### config.mk
export PLATFORM = sky130hd
export DESIGN_NAME = ifetch_unit
export DESIGN_NICKNAME = d
export VERILOG_FILES = /design/src/rtl/ifetch_unit.sv
export SDC_FILE = /design/constraint.sdc
export NUM_CORES = 1
export LEC_CHECK = 0
export CORE_MARGIN = 3
export CORE_UTILIZATION = 30
export CTS_CLUSTER_DIAMETER = 30
export DETAILED_ROUTE_END_ITERATION = 7
export PLACE_DENSITY = 0.65
export SLEW_MARGIN = 20
export SYNTH_ARGS = -nofsm -noshare
export SYNTH_HDL_FRONTEND = slang
export SYNTH_SLANG_ARGS = --single-unit
### constraint.sdc
create_clock -name clk -period 4.5 [get_ports clk]
set_input_delay 0.9 -clock clk [delete_from_list [all_inputs] [get_ports clk]]
set_output_delay 0.9 -clock clk [all_outputs]
set_load 0.01 [all_outputs]
### src/rtl/ifetch_unit.sv
// ---------------------------------------------------------------------------
// ifetch_unit
//
// Instruction fetch stage. Owns the architectural PC, issues one instruction
// memory read at a time, buffers returned words in a small FIFO and presents
// {pc, instr, fault} to decode. A redirect flushes the FIFO and causes any
// response still in flight to be dropped.
//
// Ports
//   clk, rst          clock and synchronous active-high reset
//   pc                current PC, sent to the next-PC generator
//   fetch_stall       tells the generator to hold the PC
//   pc_next           next PC from the generator (pc when stalled, target on redirect)
//   redirect          jump/CSR redirect; flushes fetch state this cycle
//   imem_req_*        read request (valid/ready, address = pc)
//   imem_resp_*       read response (always accepted), data word and fault flag
//   dec_*             FIFO head towards decode (valid/ready, pc, instr, fault)
// ---------------------------------------------------------------------------
module ifetch_unit #(
   parameter logic [31:0] RESET_PC = 32'h0000_8000,
   parameter int          DEPTH    = 2
) (
   input  logic        clk,
   input  logic        rst,
   output logic [31:0] pc,
   output logic        fetch_stall,
   input  logic [31:0] pc_next,
   input  logic        redirect,
   output logic        imem_req_valid,
   input  logic        imem_req_ready,
   output logic [31:0] imem_req_addr,
   input  logic        imem_resp_valid,
   input  logic [31:0] imem_resp_data,
   input  logic        imem_resp_err,
   output logic        dec_valid,
   input  logic        dec_ready,
   output logic [31:0] dec_pc,
   output logic [31:0] dec_instr,
   output logic        dec_fault
);

   localparam int PTR_W = $clog2(DEPTH);
   localparam int CNT_W = PTR_W + 1;

   // Fetch FSM states
   localparam logic [1:0] ST_REQ  = 2'd0;   // ready to issue a request
   localparam logic [1:0] ST_WAIT = 2'd1;   // request in flight, response wanted
   localparam logic [1:0] ST_DROP = 2'd2;   // request in flight, response stale

   logic [31:0]      r_pc;
   logic [1:0]       r_state;
   logic [1:0]       w_state_next;
   logic [31:0]      r_req_pc;

   logic [31:0]      r_fifo_pc    [DEPTH];
   logic [31:0]      r_fifo_instr [DEPTH];
   logic             r_fifo_fault [DEPTH];
   logic [PTR_W-1:0] r_wr_ptr;
   logic [PTR_W-1:0] r_rd_ptr;
   logic [CNT_W-1:0] r_count;

   logic             w_req_valid;
   logic             w_accept;
   logic             w_enq;
   logic             w_deq;
   logic             w_dec_valid;

   // Only issue when the FIFO is guaranteed to have room for the answer;
   // with a single request in flight this makes overflow impossible.
   assign w_req_valid = (r_state == ST_REQ) && (r_count < CNT_W'(DEPTH))
                        && !redirect && !rst;
   assign w_accept    = w_req_valid && imem_req_ready;

   // A response is only useful while waiting and no redirect kills it.
   // Responses seen in REQ are a memory protocol error and are ignored.
   assign w_enq       = (r_state == ST_WAIT) && imem_resp_valid && !redirect && !rst;
   assign w_dec_valid = (r_count != '0);
   assign w_deq       = w_dec_valid && dec_ready && !redirect;

   // PC advances on accept (generator adds 4), jumps on redirect, else holds.
   assign fetch_stall    = !w_accept && !redirect;
   assign pc             = r_pc;
   assign imem_req_valid = w_req_valid;
   assign imem_req_addr  = r_pc;

   always_comb begin
      w_state_next = r_state;
      case (r_state)
         ST_REQ: begin
            if (w_accept) begin
               w_state_next = ST_WAIT;
            end
         end
         ST_WAIT: begin
            // A redirect makes the outstanding fetch stale. If its response
            // lands in the same cycle it is simply discarded, otherwise we
            // must still swallow it later.
            if (redirect) begin
               w_state_next = imem_resp_valid ? ST_REQ : ST_DROP;
            end else if (imem_resp_valid) begin
               w_state_next = ST_REQ;
            end
         end
         ST_DROP: begin
            if (imem_resp_valid) begin
               w_state_next = ST_REQ;
            end
         end
         default: w_state_next = ST_REQ;
      endcase
   end

   always_ff @(posedge clk) begin
      if (rst) begin
         r_pc     <= RESET_PC;
         r_state  <= ST_REQ;
         r_req_pc <= '0;
         r_wr_ptr <= '0;
         r_rd_ptr <= '0;
         r_count  <= '0;
      end else begin
         r_pc    <= pc_next;
         r_state <= w_state_next;
         if (w_accept) begin
            r_req_pc <= r_pc;
         end
         // Redirect wins over any same-cycle enqueue or dequeue.
         if (redirect) begin
            r_wr_ptr <= '0;
            r_rd_ptr <= '0;
            r_count  <= '0;
         end else begin
            if (w_enq) begin
               r_wr_ptr <= r_wr_ptr + PTR_W'(1);
            end
            if (w_deq) begin
               r_rd_ptr <= r_rd_ptr + PTR_W'(1);
            end
            if (w_enq && !w_deq) begin
               r_count <= r_count + CNT_W'(1);
            end else if (w_deq && !w_enq) begin
               r_count <= r_count - CNT_W'(1);
            end
         end
      end
   end

   // Storage needs no reset: outputs are masked while the FIFO is empty.
   always_ff @(posedge clk) begin
      if (w_enq) begin
         r_fifo_pc[r_wr_ptr]    <= r_req_pc;
         r_fifo_instr[r_wr_ptr] <= imem_resp_data;
         r_fifo_fault[r_wr_ptr] <= imem_resp_err;
      end
   end

   assign dec_valid = w_dec_valid;
   assign dec_pc    = w_dec_valid ? r_fifo_pc[r_rd_ptr]    : 32'd0;
   assign dec_instr = w_dec_valid ? r_fifo_instr[r_rd_ptr] : 32'd0;
   assign dec_fault = w_dec_valid ? r_fifo_fault[r_rd_ptr] : 1'b0;

endmodule

# Yosys cells after proc, flatten, opt, wreduce, memory -nomap -nowiden

Memory sizes are Yosys's and may differ from the RTL's. A register that Yosys moved wholly into a read port is not among the register bits.
Index checks and enable logic that the tools add are counted.

Input bits: 71
Memories: 3
Output and inout bits: 132
Bits in writable memories: 130
Register bits: 70

Memories:

| memory       | words | width | read ports | clocked after Yosys merged registers in | write ports | RTL line | source |
|---|---|---|---|---|---|---|---|
| r_fifo_instr | 2     | 32    | 1          | 1                                       | 1           | 56       | `logic [31:0] r_fifo_instr [DEPTH];` |
| r_fifo_pc    | 2     | 32    | 1          | 1                                       | 1           | 55       | `logic [31:0] r_fifo_pc [DEPTH];` |
| r_fifo_fault | 2     | 1     | 1          | 1                                       | 1           | 57       | `logic r_fifo_fault [DEPTH];` |

Reduce and logical (&&, ||, !) cells: 21
Add/subtract/negate cells: 4
Magnitude comparators: 1
Equal/unequal tests: 3
Muxes and demuxes: 18

Operators by type and width:

| operator            | count |
|---|---|
| $mux 32             | 2 |
| $logic_and 1x1->1   | 12 |
| $mux 2              | 6 |
| $mux 1              | 9 |
| $pmux 2 s3          | 1 |
| $logic_not 1->1     | 5 |
| $reduce_bool 2->1   | 2 |
| $add 1x1->1 const B | 2 |
| $add 2x1->2 const B | 1 |
| $eq 2x1->1 const B  | 1 |
| $eq 2x2->1 const B  | 1 |
| $logic_not 2->1     | 1 |
| $lt 2x2->1 const B  | 1 |
| $ne 2x2->1 const B  | 1 |
| $reduce_or 2->1     | 1 |
| $sub 2x1->2 const B | 1 |

# Logic depth before layout (Yosys ltp)

Gate-level depths: netlist of the first run.

Word-level depth: 8
Depth in mapped cells: 8
Gate-level depth less buffers: 7

# Worst setup path after synthesis of the first run

OpenSTA, ideal clock, no wires.

Path kind: input to register
From: input redirect
To: memory r_fifo_fault[0], enable pin
Required time: 4,011 ps
Arrival: 4,090 ps
Setup slack: -79 ps
Library setup time: 489 ps
Buffers on the path: 1
Cell stages on the path: 4
Path through: buf_2 nor3_1 nand3_1 nor2_1

Word-level cells in the longest chain between the ends: 5

Ends and longest elaborated chain:

| item                            | RTL line | source |
|---|---|---|
| start: declaration              | 28       | `input logic redirect,` |
| $logic_not 1->1                 | 76       | `assign w_enq = (r_state == ST_WAIT) && imem_resp_valid && !redirect && !rst;` |
| $logic_and 1x1->1 (2 in series) | 76       |  |
| $mux 1                          | 150      | `if (w_enq) begin` |
| $mux 1 (not written as such)    | 153      | `r_fifo_fault[r_wr_ptr] <= imem_resp_err;` |
| end: declaration                | 57       |  |

No other way between the ends.

# Final worst setup path of the first run

From: input redirect
To: output fetch_stall

Word-level cells in the longest chain between the ends: 6

Ends and longest elaborated chain:

| item                            | RTL line | source |
|---|---|---|
| $logic_not 1->1 *               | 71, 81   |  |
| $logic_and 1x1->1 (2 in series) | 71       | `&& !redirect && !rst;` |
| $logic_and 1x1->1               | 72       | `assign w_accept = w_req_valid && imem_req_ready;` |
| $logic_not 1->1                 | 81       | `assign fetch_stall = !w_accept && !redirect;` |
| $logic_and 1x1->1 *             | 81       |  |
| end: declaration                | 26       | `output logic fetch_stall,` |

Every way passes the cells marked *; elsewhere a longest branch is shown, timed or not.

==> impl_metrics.tcl, run 1 <==
set metrics [dict create \
    crit_arrival_ns 2.55 \
    period_minus_slack_ns 3.45 \
    cts.clk_slew.worst_paths_ns 0.05 \
    p_sw_frac 0.206 \
    worst_setup_path_start_kind "input port" \
    pin_count 203 \
    synth_warnings 0 \
    core_region_area_um2 24600 \
    ys_types 28 \
    ir_worst_vdd_mv 0.234 \
    finalNonFillerCells 1108 \
    dpl.hpwl_mm 10.7 \
    path_max_fanout 8 \
    syn_avg_cell_area_um2 13.6 \
    rsz0062_at_grt "false" \
    finClkSkew_ns 0.0140 \
    cts_resized 0 \
    p_leak_nw 3.83 \
    tightest_slew_ns 0.927 \
    num_antenna_cells 0 \
    root_buffer "clkbuf_16" \
    port_buffers 202 \
    cts_made_buffers 42 \
    worstSkewPairLatency_ns 0.51 \
    via_per_inst 4.24 \
    critPathRequiredTime_ns 3.60 \
    htree_levels 2 \
    synth-seq-cells 201 \
    hold_class "reg2reg" \
    drtIter0Drc 144 \
    routed_wl_mm 17.1 \
    final_cell_mix "clkdlybuf4s50_1, edfxtp_1, nor2_1" \
    clk_path_buf_depth 3 \
    setup_viol 0 \
    cts_tree "done" \
    combinationalPowerShare 0.039 \
    worstPathCellList "clkdlybuf4s50_1, nor2_1, and3_2, nor2_1, clkdlybuf4s50_1" \
    hold_violations 0 \
    wire_per_inst_um 15.4 \
    grt_pass1_wl_mm 26.2 \
    die_area_um2 27200 \
    grt_antenna_before_repair 0 \
    p_per_area_nw_per_um2 476 \
    slew_headroom 0.382 \
    internal_power_mw 4.21 \
    crit_type "in2out" \
    crit_family "buffers and inverters" \
    synth_area_um2 7590 \
    die_w_um 165 \
    fin_nets 822 \
    slowest_stage "clkdlybuf4s50_1" \
    syn_nets 629 \
    tns_ns 0 \
    die_y_um 165 \
    critPathMaxStageDelay_ns 0.66 \
    fillers 2197 \
    fin_hold_ws_ns 0.449 \
    dpl.cell_count 1030 \
    holdBufCountCts 0 \
    drc 0 \
    syn_inst 557 \
    grt_max_degree 70 \
    dr.pass1.iters 4 \
    seqPwrFrac 0.380 \
    min_period_over_period 0.767 \
    clkPwrFrac 0.582 \
    overflow 0 \
    detail-route-antenna-nets 0 \
    status "completed" \
    vias 4699 \
    row_count 57 \
    initial_utilization 0.308 \
    cp_num_buf_inv 2 \
    area_growth_pct 47.0 \
    drv_cap 0 \
    grt_use_total 0.123 \
    power_switching_mw 1.09 \
    gp_congestion 0.701 \
    crit_path_end_kind "output pin" \
    post-cts-setup-buffers 0 \
    cts_sinks 201 \
    drive_gt1_frac 0.125 \
    power.total_mw 5.31 \
    synth_seq_area_share 0.702 \
    slew_violations 0 \
    grt_pass1_vias 4891 \
    final_core_util 0.453 \
    mostFrequentLayoutCell "clkdlybuf4s50_1" \
    fmax_mhz 290 \
]
## path summary, 6_finish.rpt
| path | startpoint | to | slack [ns] | depth (start not counted) |
|---|---|---|---|---|
| setup / recovery | redirect | fetch_stall | 1.05 | 5 |
| hold / removal | r_req_pc[22] | r_fifo_pc[1][22] | 0.45 | 0 |
| setup reg to reg | r_state[1] | r_fifo_instr[1][28] | 2.44 | 5 |
| hold reg to reg | r_req_pc[22] | r_fifo_pc[1][22] | 0.45 | 0 |
## layout make-up
type | count | area [µm²] | area share
Multi-Input combinational cell | 290 | 1850 | 0.166
Inverter | 2 | 7.51 | 0.000673
Timing Repair Buffer | 213 | 2100 | 0.188
Clock buffer | 47 | 1120 | 0.100
Sequential cell | 201 | 5330 | 0.478
Clock inverter | 31 | 343 | 0.0307
Tap cell | 324 | 405 | 0.0363
## power by group through the flow
stage / Combinational, mW / Sequential, mW / Clock [mW]
floorplan: 0.0803 / 2.05 / 0
global placement: 0.206 / 2.05 / 0
detailed placement: 0.208 / 2.05 / 0
CTS: 0.210 / 2.02 / 3.16
global route: 0.223 / 2.02 / 3.26
finish: 0.206 / 2.01 / 3.09
## Yosys cell counts
| master | n | area, µm² |
|---|---|---|
| nor2_1 | 73 | 274 |
| nor3b_2 | 1 | 12.5 |
| nor2b_1 | 31 | 194 |
| dfxtp_1 | 71 | 1420 |
| ha_1 | 1 | 12.5 |
| nand2b_1 | 32 | 200 |
| a22oi_1 | 1 | 7.51 |
| or2_2 | 3 | 18.8 |
| mux2_2 | 1 | 11.3 |
| a21oi_1 | 1 | 5.00 |
| buf_4 | 40 | 300 |
| nand4b_1 | 1 | 8.76 |
| clkbuf_1 | 9 | 33.8 |
| nor3_4 | 1 | 16.3 |
| nor3_1 | 3 | 15.0 |
| nand3_1 | 32 | 160 |
| o21ai_0 | 24 | 120 |
| and3_2 | 1 | 7.51 |
| nand2_1 | 2 | 7.51 |
| mux2i_1 | 66 | 661 |
| xor2_1 | 3 | 26.3 |
| inv_1 | 2 | 7.51 |
| o21ai_1 | 10 | 50.1 |
| or3_1 | 1 | 6.26 |
| buf_6 | 3 | 33.8 |
| and2_1 | 2 | 12.5 |
| buf_2 | 12 | 60.1 |
| edfxtp_1 | 130 | 3900 |
## logic make-up after synthesis
| logic type | synth area share |
|---|---|
| xor+xnor | 0.00346 |
| fa+ha+maj | 0.00165 |
| buf+inv | 0.0574 |
| mux | 0.0886 |
| compound gates | 0.0241 |
| flops | 0.702 |
| simple gates | 0.123 |
## flip-flops by register name (all words and copies together) (netlist names), named ones only
signal         count
r_fifo_fault       2
r_state            2
r_wr_ptr           1
r_fifo_pc         64
r_req_pc          32
r_count            2
r_rd_ptr           1
r_fifo_instr      64
imem_req_addr     32
## layer usage
metal  track usage  share of wire
met1         0.155           0.43
met2         0.201           0.48
met3        0.0354          0.066
met4        0.0465          0.021
met5             0              0
## worst reg2reg max path, cell delays in order (launching register included)
cell     delay [ns]
dfxtp_1        0.36
nor3_1         0.23
nand3_1        0.21
inv_1          0.14
and2_4         0.42
buf_4          0.39
## metrics by stage
stage                     instance area (µm²)  setup WS [ns]
after floorplan                          7590           1.00
after global placement                   9690           1.08
after detailed placement                 9690           1.04
after CTS                               11200           1.03
after global routing                    11200          0.933
final                                   11200           1.05
Power figures use the tool's default switching activity.
==> run 2: changes to the inputs <==
clock period = 2.88 ns   (was 4.5 ns; I/O delays follow)
==> run 2 against run 1 <==
Non-clock buffer count rose by 3; sequential power rose by 57%; sequential share of layout area fell by 0.65 points; register-to-register slack got worse by 1.4 ns; critical endpoint is now dec_pc[17].
==> impl_metrics.tcl, run 2 (synthesized netlist as in run 1, its figures left out) <==
set metrics [dict create \
    die_w_um 165 \
    port_buffers 202 \
    post-cts-setup-buffers 0 \
    largestRegisters "r_fifo_instr x64, r_fifo_pc x64" \
    final_cell_mix "clkdlybuf4s50_1, edfxtp_1, nor2_1" \
    worstSkewPairLatency_ns 0.51 \
    busiest_layer "met2" \
    place_area_um2 9780 \
    grt_pass1_vias 5045 \
    grt_pass1_wl_mm 26.5 \
    via_per_inst 4.27 \
    holdBufCountCts 0 \
    htree_levels 2 \
    critPathRequiredTime_ns 2.30 \
    tns_ns 0 \
    dpl.hpwl_mm 10.7 \
    drtIter0Drc 169 \
    grt_use_total 0.125 \
    fmax_mhz 367 \
    min_period_over_period 0.945 \
    row_count 57 \
    area_growth_pct 49.0 \
    fillers 2238 \
    critPathMaxStageDelay_ns 0.61 \
    cts.clk_slew.worst_paths_ns 0.04 \
    crit_arrival_ns 2.15 \
    vias 4756 \
    root_buffer "clkbuf_16" \
    worstPathCellList "buf_4, mux2i_1, nor2_1, clkdlybuf4s50_1" \
    fin_nets 827 \
    drive_gt1_frac 0.129 \
    num_antenna_cells 0 \
    clk_path_buf_depth 3 \
    grt.met3_usage 0.0361 \
    ir_worst_vdd_mv 0.361 \
    grt_antenna_before_repair 0 \
    regArea_um2 5330 \
    tightest_slew_ns 0.422 \
    multi_input_area_um2 1850 \
    use_met1 0.153 \
    use_met2 0.212 \
    gp_congestion 0.715 \
    power.total_mw 8.50 \
    cts_tree "done" \
    overflow 0 \
    core_region_area_um2 24600 \
    cts_made_buffers 44 \
    routed_wl_mm 17.2 \
    pin_count 203 \
    dr.pass1.iters 4 \
    setup_viol 0 \
    drv_cap 0 \
    initial_utilization 0.308 \
    fin_hold_ws_ns 0.443 \
    wire_per_inst_um 15.5 \
    p_leak_nw 3.87 \
    crit_path_end_kind "output pin" \
    worst_setup_path_start_kind "flip-flop" \
    hold_violations 0 \
    slew_violations 0 \
    p_per_area_nw_per_um2 751 \
    finClkSkew_ns 0.0166 \
    path_max_fanout 13 \
    die_y_um 165 \
    period_minus_slack_ns 2.72 \
    final_area_um2 11300 \
    mostFrequentLayoutCell "clkdlybuf4s50_1" \
    crit_type "reg2out" \
    cts_resized 0 \
    hold_class "reg2reg" \
    status "completed" \
    slew_headroom 0.711 \
    drc 0 \
    r2r_setup_slack_ns 1.04 \
    cts_sinks 201 \
    die_area_um2 27200 \
    slowest_stage "clkdlybuf4s50_1" \
    rsz0062_at_grt "false" \
    grt_max_degree 67 \
    detail-route-antenna-nets 0 \
]
run 2: cell count changes in the layout (fill, tap and decap cells not counted), sizes merged:
cell,delta
buf,+3
inv,-6
clkinv,-3
clkinvlp,+6
bufinv,+2
clkbuf,+4
run 2: routing by layer:
| layer | up-vias | part of all wire |
|---|---|---|
| met5 | - | 0 |
| met4 | 0 | 0.015 |
| met3 | 26 | 0.062 |
| met2 | 143 | 0.50 |
| met1 | 2247 | 0.42 |
| li1 | 2340 | - |
run 2: layout make-up:
cell class	count	area share
multi-input cells	290	0.164
flip-flops and latches	201	0.471
clock buffers	51	0.101
clock inverters	30	0.0339
repair buffers	216	0.193
well taps	324	0.0359
inverters	2	0.000664
run 2: path summary, 6_finish.rpt:
path	startpoint	end	depth (start not counted)
hold reg to reg	r_req_pc[19]	r_fifo_pc[1][19]	0
setup / recovery	flip-flop	dec_pc[17]	4
setup reg to reg	r_count[1]	r_count[1]	5
hold / removal	r_req_pc[19]	r_fifo_pc[1][19]	0
run 2: power breakdown:
| group | internal (mW) | total [mW] | leakage (nW) | switching [mW] |
|---|---|---|---|---|
| combinational | 0.203 | 0.325 | 1.29 | 0.122 |
| sequential | 3.11 | 3.15 | 1.85 | 0.0360 |
| clock | 3.49 | 5.02 | 0.727 | 1.53 |
run 2: through the flow:
step                utilization  setup slack (ns)  std cells
floorplan                     -             0.406        557
global placement          0.397             0.371       1033
detailed placement        0.397             0.346       1033
CTS                       0.460             0.107       1114
global route              0.460            0.0537       1114
finish                    0.460             0.158       1114
run 2: worst max-delay path: cells and delay by family, from the launching register on:
kind | cells | cell delay (ns)
buffers and inverters | 2 | 0.93
flip-flops | 1 | 0.51
multiplexers | 1 | 0.11
AND/OR/NAND/NOR | 1 | 0.10
==> run 3: changes to the inputs <==
ABC_AREA = 1   (was unset)
==> run 3 against run 2 <==
Flip-flop and latch count is the same; total power shrank 2.5%; combinational power grew 21%; wire length grew 3.3%.
==> impl_metrics.tcl, run 3 <==
set metrics [dict create \
    status "completed" \
    num_antenna_cells 0 \
    synth-seq-cells 201 \
    drv_cap 0 \
    finClkSkew_ns 0.0167 \
    synth_ff_type "edfxtp_1" \
    clk_path_buf_depth 3 \
    fin_hold_ws_ns 0.443 \
    internal_power_mw 6.57 \
    core_region_area_um2 24700 \
    min_period_over_period 0.937 \
    slew_headroom 0.639 \
    power.total_mw 8.29 \
    worstSkewPairLatency_ns 0.51 \
    grt_antenna_before_repair 1 \
    place_area_um2 9860 \
    hold_violations 0 \
    critPathMaxStageDelay_ns 0.57 \
    fmax_mhz 371 \
    worst_setup_path_start_kind "flip-flop" \
    grt_pass1_wl_mm 27.7 \
    critPathRequiredTime_ns 2.30 \
    cp_num_buf_inv 4 \
    detail-route-antenna-nets 0 \
    ys_types 21 \
    combinationalPowerShare 0.047 \
    grt_pass1_vias 5383 \
    grt_use_total 0.130 \
    slowest_stage "clkdlybuf4s50_1" \
    area_growth_pct 48.3 \
    slew_violations 0 \
    dr.pass1.iters 4 \
    grt_max_degree 66 \
    synth_edf_count 130 \
    drtIter0Drc 226 \
    crit_family "buffers and inverters" \
    dpl.cell_count 1206 \
    setup_viol 0 \
    p_sw_frac 0.207 \
    final_area_um2 11300 \
    hold_class "reg2reg" \
    drive_gt1_frac 0.105 \
    synth_seq_area_share 0.699 \
    tightest_slew_ns 0.541 \
    crit_type "reg2out" \
    holdBufCountCts 0 \
    finalNonFillerCells 1283 \
    clkPwrFrac 0.569 \
    synth_top_area_cell "edfxtp_1" \
    crit_arrival_ns 2.12 \
    gp_congestion 0.706 \
    synth_area_um2 7620 \
    final_core_util 0.458 \
    p_per_area_nw_per_um2 733 \
    syn_nets 804 \
    initial_utilization 0.309 \
    dpl.hpwl_mm 11.2 \
    crit_path_end_kind "output pin" \
    vias 5374 \
    syn_inst 732 \
    power_switching_mw 1.72 \
    cts_sinks 201 \
    overflow 0 \
    seqPwrFrac 0.383 \
    fillers 2315 \
    via_per_inst 4.19 \
    cts.clk_slew.worst_paths_ns 0.05 \
    worstPathCellList "inv_1, nand2_2, inv_6, buf_4, a21oi_1, clkdlybuf4s50_1" \
    root_buffer "clkbuf_16" \
    fin_nets 998 \
    synth.most_common_cell "nand2_1" \
    pin_count 203 \
    die_area_um2 27400 \
    synth_warnings 0 \
    rsz0062_at_grt "false" \
    row_count 57 \
    mostFrequentLayoutCell "clkdlybuf4s50_1" \
    wire_per_inst_um 13.9 \
    port_buffers 202 \
    p_leak_nw 4.50 \
    final_cell_mix "clkdlybuf4s50_1, nand2_1, edfxtp_1" \
    period_minus_slack_ns 2.70 \
    async_reset_ff_frac 0 \
    setup_ws_ns 0.182 \
    place_ws_ns 0.314 \
    routed_wl_mm 17.8 \
    path_max_fanout 17 \
    largestRegisters "r_fifo_instr x64, r_fifo_pc x64" \
    synth.top_cell.area_share 0.512 \
    syn_avg_cell_area_um2 10.4 \
    synth_area_leaders "edfxtp_1, dfxtp_1, nand2_1, nor2_1, a21oi_1" \
    cts_tree "done" \
    die_w_um 165 \
    tns_ns 0 \
    cts_made_buffers 42 \
    htree_levels 2 \
    ir_worst_vdd_mv 0.511 \
    synthTopCellsByCount "nand2_1, edfxtp_1, nor2_1" \
    die_y_um 165 \
    drc 0 \
]
-- run 3: cells by family after synthesis --
group,synth area share
flops,0.699
compound gates,0.0496
simple gates,0.158
buf+inv,0.0924
fa+ha+maj,0.00164
-- run 3: layout make-up --
cell class	count	area, µm²	area share
multi-input cells	387	1630	0.144
inverters	77	297	0.0262
clock buffers	48	1100	0.0977
well taps	324	405	0.0359
repair buffers	217	2230	0.198
flip-flops and latches	201	5330	0.471
clock inverters	29	314	0.0278
-- run 3: repair_timing --
item	4_1_cts	5_1_grt
setup endpoints to repair	41	46
gates resized for setup	1	8
buffers inserted	0	0
hold endpoints to repair	0	0
-- run 3: worst paths after layout --
path | end | depth (start not counted) | start | slack [ns]
max | dec_pc[27] | 6 | r_count[1] | 0.18
min | r_fifo_pc[0][30] | 0 | r_req_pc[30] | 0.44
max reg2reg | r_count[1] | 9 | r_count[1] | 1.21
min reg2reg | r_fifo_pc[0][30] | 0 | r_req_pc[30] | 0.44
-- run 3: power groups by stage --
stage | sequential, mW | combinational [mW] | clock [mW]
floorplan | 3.23 | 0.168 | 0
finish | 3.18 | 0.392 | 4.72
global route | 3.18 | 0.433 | 4.97
detailed placement | 3.23 | 0.393 | 0
global placement | 3.23 | 0.389 | 0
CTS | 3.18 | 0.397 | 4.81
-- run 3: layer usage --
layer	part of all wire	track usage	wire length (µm)
met5	0.00051	0	9
met2	0.47	0.218	8410
met4	0.028	0.0522	502
met1	0.42	0.152	7500
met3	0.078	0.0439	1390
-- run 3: worst reg2reg max path, delay by kind of cell (launching register included) --
kind / cells / cell delay [ns]
flip-flops: 1 / 0.30
adder cells (fa/ha/maj): 1 / 0.28
AND/OR/NAND/NOR: 6 / 0.80
buffers and inverters: 2 / 0.19
